===== src/rtl/shifter_pkg.sv =====
// Shared types for the multi-cycle shifter: shift-mode encoding and control FSM states.
package shifter_pkg;

  typedef enum logic [2:0] {
    SLL = 3'b000,
    SRL = 3'b001,
    SRA = 3'b010,
    ROL = 3'b011,
    ROR = 3'b100
  } shift_op_e;

  typedef enum logic [1:0] {
    IDLE  = 2'b00,
    SHIFT = 2'b01,
    DONE  = 2'b10
  } state_e;

endpackage


===== src/rtl/shift_step.sv =====
// One iteration of the shifter: applies a shift/rotate of i_s bits (0..STEP) to i_data.
module shift_step
  import shifter_pkg::*;
#(
  parameter  int XLEN = 32,
  parameter  int STEP = 1,
  localparam int SW   = $clog2(STEP + 1)
) (
  input  logic [2:0]      i_op,
  input  logic [XLEN-1:0] i_data,
  input  logic [SW-1:0]   i_s,
  output logic [XLEN-1:0] o_data
);

  logic [2*XLEN-1:0] w_dbl_l;
  logic [2*XLEN-1:0] w_dbl_r;

  // Rotates use a doubled operand so bits leaving one end re-enter at the other.
  always_comb begin
    w_dbl_l = {i_data, i_data} << i_s;
    w_dbl_r = {i_data, i_data} >> i_s;
    o_data  = i_data;
    case (i_op)
      SLL:     o_data = i_data << i_s;
      SRL:     o_data = i_data >> i_s;
      SRA:     o_data = $unsigned($signed(i_data) >>> i_s);
      ROL:     o_data = w_dbl_l[2*XLEN-1:XLEN];
      ROR:     o_data = w_dbl_r[XLEN-1:0];
      default: o_data = i_data;
    endcase
  end

endmodule


===== src/rtl/multi_mode_shifter.sv =====
// Sequential shifter: captures an operand with start, shifts it up to STEP bits per
// cycle in the selected mode, and pulses done for one cycle when the result is ready.
module multi_mode_shifter
  import shifter_pkg::*;
#(
  parameter  int XLEN = 32,
  parameter  int STEP = 1,
  localparam int SHW  = $clog2(XLEN)
) (
  input  logic            clk,
  input  logic            reset,
  input  logic            start,
  input  logic [2:0]      op,
  input  logic [XLEN-1:0] data_in,
  input  logic [SHW-1:0]  amount,
  output logic            ready,
  output logic            busy,
  output logic            done,
  output logic [XLEN-1:0] data_out
);

  localparam int             SW       = $clog2(STEP + 1);
  localparam logic [SHW-1:0] STEP_AMT = SHW'(STEP);

  state_e            r_state;
  state_e            w_state_nxt;
  logic [2:0]        r_op;
  logic [SHW-1:0]    r_rem;
  logic [XLEN-1:0]   r_data;
  logic              r_ready;
  logic              r_busy;
  logic              r_done;
  logic              w_accept;
  logic [SHW-1:0]    w_s_amt;
  logic [SW-1:0]     w_s;
  logic [XLEN-1:0]   w_step_data;

  assign w_accept = start & r_ready;
  assign w_s_amt  = (r_rem < STEP_AMT) ? r_rem : STEP_AMT;
  assign w_s      = w_s_amt[SW-1:0];

  shift_step #(
    .XLEN (XLEN),
    .STEP (STEP)
  ) u_shift_step (
    .i_op   (r_op),
    .i_data (r_data),
    .i_s    (w_s),
    .o_data (w_step_data)
  );

  always_comb begin
    w_state_nxt = r_state;
    case (r_state)
      IDLE, DONE: begin
        if (start) begin
          w_state_nxt = (amount != {SHW{1'b0}}) ? SHIFT : DONE;
        end else begin
          w_state_nxt = IDLE;
        end
      end
      SHIFT: begin
        if (r_rem == w_s_amt) begin
          w_state_nxt = DONE;
        end else begin
          w_state_nxt = SHIFT;
        end
      end
      default: w_state_nxt = IDLE;
    endcase
  end

  // Handshake flags are registered from the next state so they change cleanly with the FSM.
  always_ff @(posedge clk or posedge reset) begin
    if (reset) begin
      r_state <= IDLE;
      r_ready <= 1'b1;
      r_busy  <= 1'b0;
      r_done  <= 1'b0;
    end else begin
      r_state <= w_state_nxt;
      r_ready <= (w_state_nxt == IDLE) || (w_state_nxt == DONE);
      r_busy  <= (w_state_nxt == SHIFT);
      r_done  <= (w_state_nxt == DONE);
    end
  end

  always_ff @(posedge clk or posedge reset) begin
    if (reset) begin
      r_data <= {XLEN{1'b0}};
      r_rem  <= {SHW{1'b0}};
      r_op   <= SLL;
    end else if (w_accept) begin
      r_data <= data_in;
      r_rem  <= amount;
      r_op   <= op;
    end else if (r_state == SHIFT) begin
      r_data <= w_step_data;
      r_rem  <= r_rem - w_s_amt;
    end
  end

  assign ready    = r_ready;
  assign busy     = r_busy;
  assign done     = r_done;
  assign data_out = r_data;

endmodule


===== config.mk =====
export PLATFORM = sky130hd
export DESIGN_NAME = multi_mode_shifter
export DESIGN_NICKNAME = d
export VERILOG_FILES = /design/src/rtl/shifter_pkg.sv /design/src/rtl/shift_step.sv /design/src/rtl/multi_mode_shifter.sv
export SDC_FILE = /design/constraint.sdc
export NUM_CORES = 1
export LEC_CHECK = 0
export BUFFER_PORTS_ARGS = -buffer_cell sky130_fd_sc_hd__buf_2
export CAP_MARGIN = 40
export CORE_UTILIZATION = 54
export CTS_BUF_LIST = sky130_fd_sc_hd__clkbuf_8
export DETAILED_ROUTE_END_ITERATION = 10
export GPL_TIMING_DRIVEN = 0
export PLACE_DENSITY = 0.82
export SYNTH_ARGS = -nofsm -noshare
export SYNTH_HDL_FRONTEND = slang
export SYNTH_SLANG_ARGS = --single-unit

===== constraint.sdc =====
create_clock -name clk -period 2.17 [get_ports clk]
set_input_delay 0.3255 -clock clk [delete_from_list [all_inputs] [get_ports clk]]
set_output_delay 0.3255 -clock clk [all_outputs]
set_load 0.02 [all_outputs]

# After elaboration in Yosys (flattened, before gate mapping)
# Index checks and enable logic that the tools add are counted.
# totals
wordCells,43
register_bits,45
# op_classes
reduce_logical,9
n_eq_ne,9
n_addsub,1
order_cmp,1
bitwise_logic,1
shifts,5
n_mux,10
# op_table
operator,n
32-bit one-hot mux with 5 select lines,1
32-bit two-way mux,2
64-bit by 1-bit left shift with 64-bit output,1
64-bit by 1-bit right shift with 32-bit output,1
32-bit by 1-bit left shift with 32-bit output,1
32-bit by 1-bit right shift with 32-bit output,1
32-bit by 1-bit >>> shifter with 32-bit output,1
5-bit two-way mux,3
"3-bit by 2-bit equality test with 1-bit output, second input constant",2
2-bit two-way mux,3
6-bit nonzero test,1
5-bit equality test,1
"5-bit by 1-bit less-than comparator with 1-bit output, second input constant",1
5-bit nonzero test,1
5-bit subtractor,1
"2-bit by 1-bit equality test with 1-bit output, second input constant",2
"2-bit equality test, second input constant",2
2-bit logical NOT,2
2-bit one-hot mux with 2 select lines,1
"3-bit by 1-bit equality test with 1-bit output, second input constant",1
"3-bit equality test, second input constant",1
3-bit logical NOT,1
2-bit AND reduction,1
2-bit nonzero test,1
other kinds (3),3

# Logic depth before layout (Yosys ltp)
# logic_depth
ltp_word,7
depth_mapped,7

# Cells and area by module
# From an unflattened synthesis, not the netlist that was laid out.
# unflattened
hier_cells,369
area_unflattened_um2,3090.5
# modules_own_cells
mod,cells_each,area_per_inst_um2,n_inst
multi_mode_shifter,204,2172.1,1
shift_step,165,918.4,1

# Least setup slack after synthesis
# OpenSTA, ideal clock, no wires.
# synth_timing
kind,reg-to-reg
start,reg r_rem[4]
end,reg r_state[0]
period_less_slack_ps,1957
path_buffers,0
setup_slack_ps,213
arrival_time_ps,1803
stages_incl_launch_ff,6
path_cell_list,dfrtp_1 or4_4 or2b_1 ha_1 nor4b_1 o21ai_0
# synth_via
elab_chain_len,5
# synth_lines
item,line,rtl
from (decl),multi_mode_shifter.sv:28,logic [SHW-1:0] r_rem;
from (signal assigned),multi_mode_shifter.sv:91,r_rem <= {SHW{1'b0}};
from (signal assigned),multi_mode_shifter.sv:95,r_rem <= amount;
from (signal assigned),multi_mode_shifter.sv:99,r_rem <= r_rem - w_s_amt;
5-bit by 1-bit less-than comparator with 1-bit output,multi_mode_shifter.sv:39,assign w_s_amt = (r_rem < STEP_AMT) ? r_rem : STEP_AMT;
5-bit two-way mux,multi_mode_shifter.sv:39,
5-bit equality test *,multi_mode_shifter.sv:63,if (r_rem == w_s_amt) begin
2-bit two-way mux *,multi_mode_shifter.sv:63,
2-bit one-hot mux with 2 select lines *,multi_mode_shifter.sv:54,case (r_state)
named net w_state_nxt[0],multi_mode_shifter.sv:26,state_e w_state_nxt;
to (signal assigned),multi_mode_shifter.sv:81,r_state <= w_state_nxt;
to (decl),multi_mode_shifter.sv:25,state_e r_state;
# The timed path passes the listed nets; every way through them passes the cells marked *.
# A chain may end at the register's enable or synchronous reset.

# Final worst setup path
# layout_timing
start,reg r_rem[4]
end,reg r_ready (netlist: ready)
# layout_via
elab_chain_len,7
elab_cells_between_ends,8
# layout_lines
item,line,rtl
5-bit by 1-bit less-than comparator with 1-bit output,multi_mode_shifter.sv:39,
5-bit two-way mux,multi_mode_shifter.sv:39,
5-bit equality test *,multi_mode_shifter.sv:63,
2-bit two-way mux *,multi_mode_shifter.sv:63,
2-bit one-hot mux with 2 select lines *,multi_mode_shifter.sv:54,
named net w_state_nxt[0],multi_mode_shifter.sv:26,
2-bit equality test or 2-bit logical NOT (tied branches),multi_mode_shifter.sv:82,r_ready <= (w_state_nxt == IDLE) || (w_state_nxt == DONE);
1-bit logical OR *,multi_mode_shifter.sv:82,
to (signal assigned),multi_mode_shifter.sv:82,
to (decl),multi_mode_shifter.sv:30,logic r_ready;
# Marked as above.

==> results.py <==
metrics = {
    "worst_setup_path": {
        "worstSetupEndpointType": "register",
        "reg2reg_from": "r_rem[4]$_DFFE_PP0N_",
        "path_class": "register to register",
        "startpoint_type": "register",
        "crit_required_ps": 2410,
        "cp.arrival_ps": 2240,
        "r2r.worst_path.cells": 6,
        "r2r_slack_ps": 180,
        "cp_max_fo": 4,
        "r2r-end": "ready$_DFF_PP1_",
    },
    "power": {
        "p_sw_share_pct": 47.33,
        "p_per_area_nw_per_um2": 1831,
        "internal_power_w": 0.003214,
        "pwr-share-comb_pct": 64.0,
        "peakVddDrop_mv": 0.9799,
        "switchingPower_w": 0.002888,
        "pwr-share-clk_pct": 8.6,
        "leakage_nw": 1.552,
        "power.total_w": 0.006102,
        "power_frac_seq_pct": 27.4,
    },
    "cts": {
        "numCtsBuffers": 5,
        "root_buffer": "clkbuf_8",
        "cts_sinks": 45,
        "cts_tree": "built",
        "h-tree-depth": 2,
        "clock_latency_ps": 300,
        "clkTransAtPathRegs_ps": 80,
        "clk_path_buf_depth": 2,
    },
    "floorplan": {
        "row_count": 25,
        "ios": 78,
        "die_area_um2": 5354,
        "initial_utilization_pct": 57.15,
        "die_w_um": 73.17,
        "core_region_area_um2": 4786,
        "dieHeight_um": 73.17,
    },
    "timing": {
        "finalWorstSetupSlack_ps": 176.0,
        "max-slew-margin-rel_pct": 51.32,
        "fin_skew_ps": 3.808,
        "whs_ps": 16.68,
        "slew_violations": 0,
        "final-hold-violation-count": 0,
        "setup_viol": 0,
        "fmax_mhz": 501.5,
        "worst_pin_slew_ps": 723.5,
        "timing.final.crit_share_pct": 91.89,
        "rsz0062_at_grt": "false",
        "period_needed_ps": 1994,
    },
    "routing": {
        "routed_wl_mm": 6.338,
        "wl_met3_um": 247,
        "avgViaCountPerCell": 5.561,
        "antenna_left": 0,
        "drt_iter0_drc": 104,
        "num_vias": 2308,
        "wl_per_cell_um": 15.27,
        "first_pass_iters": 5,
        "wl_met1_mm": 2.807,
        "drc_errors": 0,
        "top_layer_used": "met4",
        "wl_met2_mm": 3.146,
    },
    "place": {
        "place_ws_ps": -50.74,
        "io_buffers": 77,
        "place_congestion": 0.8067,
        "dp_hpwl_mm": 4.624,
    },
    "layout": {
        "finalNetCount": 393,
        "synthToLayoutAreaGrowth_pct": 21.82,
        "n_fill_cell": 388,
        "layout_commonest_cell": "buf_2",
        "multi_input_area_um2": 1470,
        "regArea_um2": 1127,
        "diodes": 0,
        "final_cell_mix": "buf_2 (81), nand2_1 (75), dfrtp_1 (44)",
        "layout-drive-gt1-share_pct": 37.93,
    },
    "yosys": {
        "postSynthAreaPerCell_um2": 10.40,
        "synth-warning-count": 0,
        "synth.largest_area_cell": "dfrtp_1",
        "syn-cell-area_um2": 2735,
        "synth_cell_type_count": 40,
        "synthTopCellsByArea": "dfrtp_1 (40%), o221ai_2 (16%), mux2i_1 (11%)",
        "synth_cells": 263,
        "yosysSeqAreaShare_pct": 41.22,
        "yosys.area.top_type_share_pct": 40.26,
        "synth_fp_nets": 308,
        "ys_seq_elements": 45,
    },
    "global_routing": {
        "grt_max_degree": 30,
        "antenna_found_initial": 0,
        "grt.total_usage_pct": 25.73,
        "grt_pass1_wl_mm": 10.46,
        "grt_pass1_vias": 2206,
        "grt_overflow": 0,
    },
    "run": {
        "maxCapViolCount": 0,
    },
    "run_status": {
        "status": "complete, no violations",
    },
    "min_path": {
        "min_path_type": "input pin to asynchronous set/reset pin",
    },
}
metrics by stage:
step / instances / util [%] / cell area (µm²) / setup TNS [ps]
final: 415 / 69.62 / 3332 / 0
after global placement: 407 / 66.95 / 3204 / 0
after floorplan: 263 / - / 2735 / 0
after global routing: 415 / 69.62 / 3332 / 0
after detailed placement: 408 / 67.37 / 3224 / -93.81
after CTS: 415 / 69.31 / 3317 / 0
how the worst max path moves through the flow:
stage                              start                   end  slack, ps
finish              r_rem[4]$_DFFE_PP0N_       ready$_DFF_PP1_        180
global route        r_rem[2]$_DFFE_PP0N_  r_rem[4]$_DFFE_PP0N_         60
CTS                 r_rem[2]$_DFFE_PP0N_  r_rem[4]$_DFFE_PP0N_        140
detailed placement  r_rem[4]$_DFFE_PP0N_       ready$_DFF_PP1_        -50
global placement    r_rem[4]$_DFFE_PP0N_  r_state[0]$_DFF_PP0_          5
floorplan           r_rem[4]$_DFFE_PP0N_  r_state[0]$_DFF_PP0_        210
cell families after synthesis:
family / synth area share (%)
and+or+nand+nor: 16.33
AOI/OAI and AO/OA: 23.15
DFF: 41.22
muxes: 10.98
buffers and inverters: 5.809
xor gates and xnor gates: 1.601
adders and majority gates: 0.9148
synth_stat cells (all sizes together):
cell,count
a21boi,1
xor2,3
a21oi,6
nor2,5
or4,2
and3,1
or2b,1
buf,11
o21ai,15
mux2i,30
nor3,1
nor4,1
o211ai,1
nor2b,2
and2,1
clkbuf,9
o211a,2
o2111ai,1
nand2,77
o31a,1
nand3b,1
ha,2
nand2b,1
nor4b,3
dfrtp,44
xnor2,2
inv,4
o221ai,30
dfstp,1
nand4b,2
a22o,2
worst max-delay path: stages (launching register included):
cell     delay [ps]
dfrtp_1         460
or4_4           590
or2b_1          200
ha_1            170
nor4b_4         270
o21ai_0         160
inv_1            90
area by class of cell:
class,instances,share of cell area (%)
inverter,4,0.4506
clock inverter,1,0.1127
sequential,45,33.83
multi-input combinational,194,44.12
timing repair buffer,78,12.17
tap,67,2.516
buffer,20,4.318
clock buffer,6,2.478
metal layers:
layer / vias up / track usage [%]
met5: - / 0
met4: 0 / 10.89
met3: 12 / 4.282
met2: 62 / 41.87
met1: 1114 / 33.90
li1: 1120 / -
sequential cells by signal, indices dropped and copies added (netlist names):
signal	cells
data_out	32
r_rem	5
r_op	3
r_state	2
busy	1
done	1
ready	1
what timing repair did:
| action | CTS | global route |
|---|---|---|
| endpoints found under the setup margin | 3 | 3 |
| hold buffers | 0 | 0 |
| setup buffers | 0 | 0 |
| resized for setup | 1 | 2 |
power by group through the flow:
stage | clock network [W] | logic (W) | registers (W)
after floorplan | 0 | 0.00280 | 0.00190
after global placement | 0 | 0.00380 | 0.00164
after detailed placement | 0 | 0.00390 | 0.00166
after CTS | 0.000532 | 0.00390 | 0.00165
after global routing | 0.000566 | 0.00426 | 0.00172
final | 0.000526 | 0.00391 | 0.00167
No activity file was read; power rests on OpenSTA's default activity.
